===== src/rtl/rst_req_pkg.sv =====
// Shared types and helpers for the soft-reset request controller.
// The watchdog is present only when RST_REQ_CTRL_WDT_EN is defined.
package rst_req_pkg;

    typedef enum logic [1:0] {
        StIdle,
        StDrain,
        StAssert,
        StRelease
    } state_e;

    typedef logic [1:0] cause_t;

    localparam cause_t CAUSE_POR = 2'b00;
    localparam cause_t CAUSE_SW  = 2'b01;
    localparam cause_t CAUSE_WDT = 2'b10;

    function automatic int unsigned max_u(input int unsigned a, input int unsigned b);
        return (a > b) ? a : b;
    endfunction

    // Bits needed to count 0 .. n-1.
    function automatic int unsigned cnt_width(input int unsigned n);
        return (n <= 1) ? 1 : $clog2(n);
    endfunction

endpackage


===== src/rtl/rst_req_wdt.sv =====
// Watchdog down-counter for rst_req_ctrl; raises a one-cycle fire on the 1->0 step.
// Instantiated only when RST_REQ_CTRL_WDT_EN is defined.
module rst_req_wdt
    import rst_req_pkg::*;
#(
    parameter int unsigned WDT_WIDTH = 32
) (
    input  logic                 clk_i,
    input  logic                 rst_ni,
    input  logic                 en_i,
    input  logic                 kick_i,
    input  logic [WDT_WIDTH-1:0] val_i,
    input  logic                 idle_i,
    output logic                 fire_o
);

    logic [WDT_WIDTH-1:0] cnt_d, cnt_q;
    logic                 en_d, en_q;
    logic                 load;

    always_comb begin
        en_d   = en_i;
        cnt_d  = cnt_q;
        fire_o = 1'b0;
        load   = (en_i && !en_q) || kick_i;
        if (load) begin
            cnt_d = val_i;
        end else if (en_i && idle_i && (cnt_q != '0)) begin
            // Counting stops at zero, so a zero load never fires.
            cnt_d  = cnt_q - 1'b1;
            fire_o = (cnt_q == WDT_WIDTH'(1));
        end
    end

    always_ff @(posedge clk_i or negedge rst_ni) begin
        if (!rst_ni) begin
            cnt_q <= '0;
            en_q  <= 1'b0;
        end else begin
            cnt_q <= cnt_d;
            en_q  <= en_d;
        end
    end

endmodule


===== src/rtl/rst_req_ctrl.sv =====
// Soft-reset request controller: drain, pulse soft_reset_en, wait for core reset release.
// Optional watchdog request source enabled by RST_REQ_CTRL_WDT_EN.
module rst_req_ctrl
    import rst_req_pkg::*;
#(
    parameter int unsigned PULSE_CYCLES  = 16,
    parameter int unsigned DRAIN_TIMEOUT = 1024,
    parameter int unsigned WDT_WIDTH     = 32
) (
    input  logic                 clk_i,
    input  logic                 rst_ni,
    input  logic                 sw_req_i,
    output logic                 drain_req_o,
    input  logic                 drain_ack_i,
    output logic                 soft_reset_en_o,
    input  logic                 c_rstn_i,
    output logic                 busy_o,
    output logic [1:0]           cause_o,
    output logic                 forced_o,
`ifdef RST_REQ_CTRL_WDT_EN
    input  logic                 wdt_en_i,
    input  logic                 wdt_kick_i,
    input  logic [WDT_WIDTH-1:0] wdt_val_i,
`endif
    input  logic                 cause_clr_i
);

    localparam int unsigned     CntW      = cnt_width(max_u(DRAIN_TIMEOUT, PULSE_CYCLES));
    localparam logic [CntW-1:0] DrainLast = CntW'(DRAIN_TIMEOUT - 1);
    localparam logic [CntW-1:0] PulseLast = CntW'(PULSE_CYCLES - 1);

    state_e          state_d, state_q;
    logic [CntW-1:0] cnt_d, cnt_q;
    cause_t          cause_pend_d, cause_pend_q;
    cause_t          cause_d, cause_q;
    logic            forced_d, forced_q;
    logic            drain_req_d, drain_req_q;
    logic            soft_rst_d, soft_rst_q;
    logic            busy_d, busy_q;
    logic            wdt_fire;
    logic            enter_assert;
    logic            timed_out;

`ifdef RST_REQ_CTRL_WDT_EN
    rst_req_wdt #(
        .WDT_WIDTH(WDT_WIDTH)
    ) u_wdt (
        .clk_i  (clk_i),
        .rst_ni (rst_ni),
        .en_i   (wdt_en_i),
        .kick_i (wdt_kick_i),
        .val_i  (wdt_val_i),
        .idle_i (state_q == StIdle),
        .fire_o (wdt_fire)
    );
`else
    logic unused_wdt_width;
    assign unused_wdt_width = ^WDT_WIDTH;
    assign wdt_fire         = 1'b0;
`endif

    always_comb begin
        state_d      = state_q;
        cnt_d        = cnt_q;
        cause_pend_d = cause_pend_q;
        enter_assert = 1'b0;
        timed_out    = 1'b0;

        unique case (state_q)
            StIdle: begin
                if (sw_req_i || wdt_fire) begin
                    state_d      = StDrain;
                    cnt_d        = '0;
                    cause_pend_d = wdt_fire ? CAUSE_WDT : CAUSE_SW;
                end
            end
            StDrain: begin
                if (drain_ack_i) begin
                    state_d      = StAssert;
                    cnt_d        = '0;
                    enter_assert = 1'b1;
                end else if (cnt_q == DrainLast) begin
                    state_d      = StAssert;
                    cnt_d        = '0;
                    enter_assert = 1'b1;
                    timed_out    = 1'b1;
                end else begin
                    cnt_d = cnt_q + 1'b1;
                end
            end
            StAssert: begin
                if (cnt_q == PulseLast) begin
                    state_d = StRelease;
                end else begin
                    cnt_d = cnt_q + 1'b1;
                end
            end
            StRelease: begin
                if (c_rstn_i) begin
                    state_d = StIdle;
                end
            end
            default: state_d = StIdle;
        endcase

        // The ASSERT-entry update takes precedence over a concurrent clear.
        cause_d  = cause_q;
        forced_d = forced_q;
        if (enter_assert) begin
            cause_d  = cause_pend_q;
            forced_d = timed_out;
        end else if (cause_clr_i) begin
            cause_d  = CAUSE_POR;
            forced_d = 1'b0;
        end

        // Outputs are decoded from the next state so they leave as flop outputs.
        drain_req_d = (state_d != StIdle);
        soft_rst_d  = (state_d == StAssert);
        busy_d      = (state_d != StIdle);
    end

    always_ff @(posedge clk_i or negedge rst_ni) begin
        if (!rst_ni) begin
            state_q      <= StIdle;
            cnt_q        <= '0;
            cause_pend_q <= CAUSE_POR;
            cause_q      <= CAUSE_POR;
            forced_q     <= 1'b0;
            drain_req_q  <= 1'b0;
            soft_rst_q   <= 1'b0;
            busy_q       <= 1'b0;
        end else begin
            state_q      <= state_d;
            cnt_q        <= cnt_d;
            cause_pend_q <= cause_pend_d;
            cause_q      <= cause_d;
            forced_q     <= forced_d;
            drain_req_q  <= drain_req_d;
            soft_rst_q   <= soft_rst_d;
            busy_q       <= busy_d;
        end
    end

    assign drain_req_o     = drain_req_q;
    assign soft_reset_en_o = soft_rst_q;
    assign busy_o          = busy_q;
    assign cause_o         = cause_q;
    assign forced_o        = forced_q;

endmodule


===== config.mk =====
export PLATFORM = sky130hd
export DESIGN_NAME = rst_req_ctrl
export DESIGN_NICKNAME = d
export VERILOG_FILES = /design/src/rtl/rst_req_pkg.sv /design/src/rtl/rst_req_wdt.sv /design/src/rtl/rst_req_ctrl.sv
export SDC_FILE = /design/constraint.sdc
export NUM_CORES = 1
export LEC_CHECK = 0
export BUFFER_PORTS_ARGS = -buffer_cell sky130_fd_sc_hd__buf_2
export CORE_UTILIZATION = 50
export DETAILED_ROUTE_END_ITERATION = 8
export PLACE_DENSITY = 0.73
export SYNTH_ARGS = -nofsm -noshare
export SYNTH_HDL_FRONTEND = slang
export SYNTH_HIERARCHICAL = 1
export SYNTH_SLANG_ARGS = --single-unit

===== constraint.sdc =====
create_clock -name clk_i -period 3.4 [get_ports clk_i]
set_input_delay 0.17 -clock clk_i [delete_from_list [all_inputs] [get_ports clk_i]]
set_output_delay 0.17 -clock clk_i [all_outputs]
set_load 0.02 [all_outputs]

==> summary.md <==
| Metric | Value |
|---|---|
| Critical Path End | cnt_q[8] |
| Post-synth EDFFs | 0 |
| CTS sink count | 17 |
| CORE AREA | 1982 sq um |
| Max Cap Viol | 0 |
| Crit Path Class | register to register |
| Num ports | 12 |
| Mapped Nets | 125 |
| Worst-Skew Late Latency | 0.30 ns |
| Largest net degree at the start of global routing | 18 |
| CP arrival | 2.59 ns |
| Post-Synthesis Cells | 114 |
| Number of setup buffers added after CTS | 0 |
| Worst setup EP type | register |
| Vias in the first global route | 786 |
| Hold Crit Class | primary input to register |
| Hold Vio Cnt, Final | 0 |
| Total GRT Usage | 21.67% |
| Die X | 48.15 um |
| Global placement routability congestion | 0.8306 |
| Leakage | 0.4661 nW |
| Crit. Startpoint | state_q[0] |
| Reg2reg end | cnt_q[8] |
| Syn avg cell area | 9.340 sq um |
| First-pass GRT wire length | 3.463 mm |
| Register area share after synthesis | 39.95% |
| Yosys warning count | 6 |
| Starting density of the core | 53.72% |
| Dpl cells | 145 |
| CP Max Fanout | 13 |
| Slew HR | 56.48% |
| Layout net count | 135 |
| Post-synthesis cell type count | 42 |
| Final setup vio count | 0 |
| Clock buffer depth | 2 |
| Port bufs | 10 |
| Vert. Die Dim | 48.15 um |
| Via count | 936 |
| Diodes inserted | 0 |
| PD cells | 647.2 nW/um^2 |
| Worst-path clk slew | 0.10 ns |
| Ys async rst share | 100.0% |
| Max Clk Rate | 0.4163 GHz |
| Start point of the worst hold path | drain_ack_i |
| Slew Limit Fails | 0 |
| Initial antenna violation count | 0 |
| Worst VDD drop | 0.0004018 V |
| Worst slew pin tran | 0.6511 ns |
| CTS resizes | 0 |
| Flops & latches, synth | 17 |
| First drt pass iteration count | 6 |
| R2r startpoint | state_q[0] |
| Cell taking the most area after synthesis | dfrtp_1 |
| Antenna-violating nets left | 0 |
| Clock Tree Root | clkbuf_4 |
| Hpwl dp | 1.533 mm |
| Number of remaining DRC errors | 0 |
| Starting DRT DRC Count | 31 |
| Worst Slack Setup Final | 0.9981 ns |
| Worst EP required | 3.59 ns |
| Run status | completed |
| Reg2reg setup slack | 1.0 ns |
| Wirelength per Cell | 14.21 um |
| Area Overhead vs Synth | 8.343% |
| Hold-fix buffers, CTS | 1 |
| Setup TNS | 0 ns |
| Primary FF master, synth | dfrtp_1 |
| Die Area | 2318 sq um |
| Non-filler cells, final | 150 |
| Clk_skew | 0.005397 ns |
| DR vias/cell | 6.240 |
| RSZ-0062 raised after global routing | false |
| Drt total wl | 2.131 mm |
| Tcrit/Tclk final | 70.64% |
| Grt ovf | 0 |
| Share of the synthesized area in the top cell type | 39.95% |
| Post-layout util | 58.21% |
| H-tree levels | 1 |
| Final min period | 2.402 ns |
| Pre-CTS WS | 1.030 ns |
| Critical path launch point type | register |
| # rows | 16 |
| Share of layout cells above drive strength 1 | 15.45% |
| CTS Buf Count | 3 |
| Reg2Reg Depth | 6 |
| CTS tree | built |
| Ranking of synthesized cells by area | dfrtp_1 (40%), o21ai_0 (6.1%), ha_1 (5.9%) |
| Tot Pwr | 0.0007466 W |
| Post-synthesis cell area | 1065 sq um |
==> metrics by stage <==
step	hold slack, ns	area, sq um
after floorplan	-0.1256	1065
after global placement	0.1077	1117
after detailed placement	0.1156	1117
after CTS	0.06375	1154
after global routing	0.06440	1154
final	0.06961	1154
==> flip-flops by register name, summed over array words and instances (netlist names) <==
signal and cells:
cnt_q 10, state_q 2, busy_o 1, cause_o 1, cause_pend_q 1, forced_o 1, soft_reset_en_o 1
==> synth_stat cells, types with 4 or more instances <==
master / count
o211ai_1: 4
ha_1: 5
dfrtp_1: 17
nor2_1: 4
a21oi_1: 6
nor2b_1: 4
o2111ai_1: 6
o21ai_0: 13
nand2_1: 8
inv_1: 7
==> area by class of cell <==
| type | instances | area [sq um] |
|---|---|---|
| Clock buffer | 4 | 26.28 |
| Multi-Input combinational cell | 84 | 581.8 |
| Tap cell | 27 | 33.78 |
| Fill cell | 176 | 828.3 |
| Timing Repair Buffer | 11 | 60.06 |
| Sequential cell | 17 | 425.4 |
| Inverter | 7 | 26.28 |
==> layer usage <==
metal  wire length [um]  global-route usage (%)  up-vias  share of wire, %
li1                   -                       -      450                 -
met3                112                   3.333        4               5.3
met1                969                   28.94      450                45
met5                  0                       0        -                 0
met4                 34                   8.333        0               1.6
met2               1015                   35.20       32                48
==> where the power goes <==
group / internal [W] / total [W] / switching, W
clock network: 0.0000457 / 0.000112 / 0.0000658
logic: 0.000129 / 0.000374 / 0.000246
registers: 0.000239 / 0.000261 / 0.0000220
==> worst max-delay path, stage by stage, from the launching register on <==
cell,delay [ns]
dfrtp_1,0.41
inv_1,0.11
ha_1,0.40
nor4b_1,0.40
nor4b_2,0.62
nor4_1,0.15
o32a_1,0.19
==> cells by family (layout without fill, tap and decap cells) <==
family	Yosys count	count (layout)	share of synthesized area, %
AO/OA/AOI/OAI	41	41	26.79
AND/OR/NAND/NOR	34	34	18.92
flip-flops	17	17	39.95
buffers and inverters	13	22	5.405
adder cells (fa/ha/maj)	5	5	5.875
XOR/XNOR	2	2	1.645
other	1	1	0.3522
multiplexers	1	1	1.058
==> layout by cell type (no fill, tap or decap), drive strengths merged, types with 2 or more instances in the layout <==
master    n
nand3     2
o21a      2
or2       2
clkbuf    4
ha        5
o211ai    4
dfrtp    17
nand2     8
inv       7
o21ai    13
o2111ai   6
buf      10
xnor2     2
nor2b     4
nand4     3
a21oi     6
nor2      4
o311ai    2
nor4b     2
==> worst min path at each step <==
stage / end / slack, ns / cells after the start
2_1_floorplan: busy_o / -0.13 / 0
3_3_place_gp: cause_o[0] / 0.11 / 1
3_5_place_dp: cause_o[0] / 0.12 / 1
4_1_cts: forced_o / 0.06 / 2
5_1_grt: forced_o / 0.06 / 2
6_report: forced_o / 0.07 / 2
No activity file was read; power rests on OpenSTA's default activity.
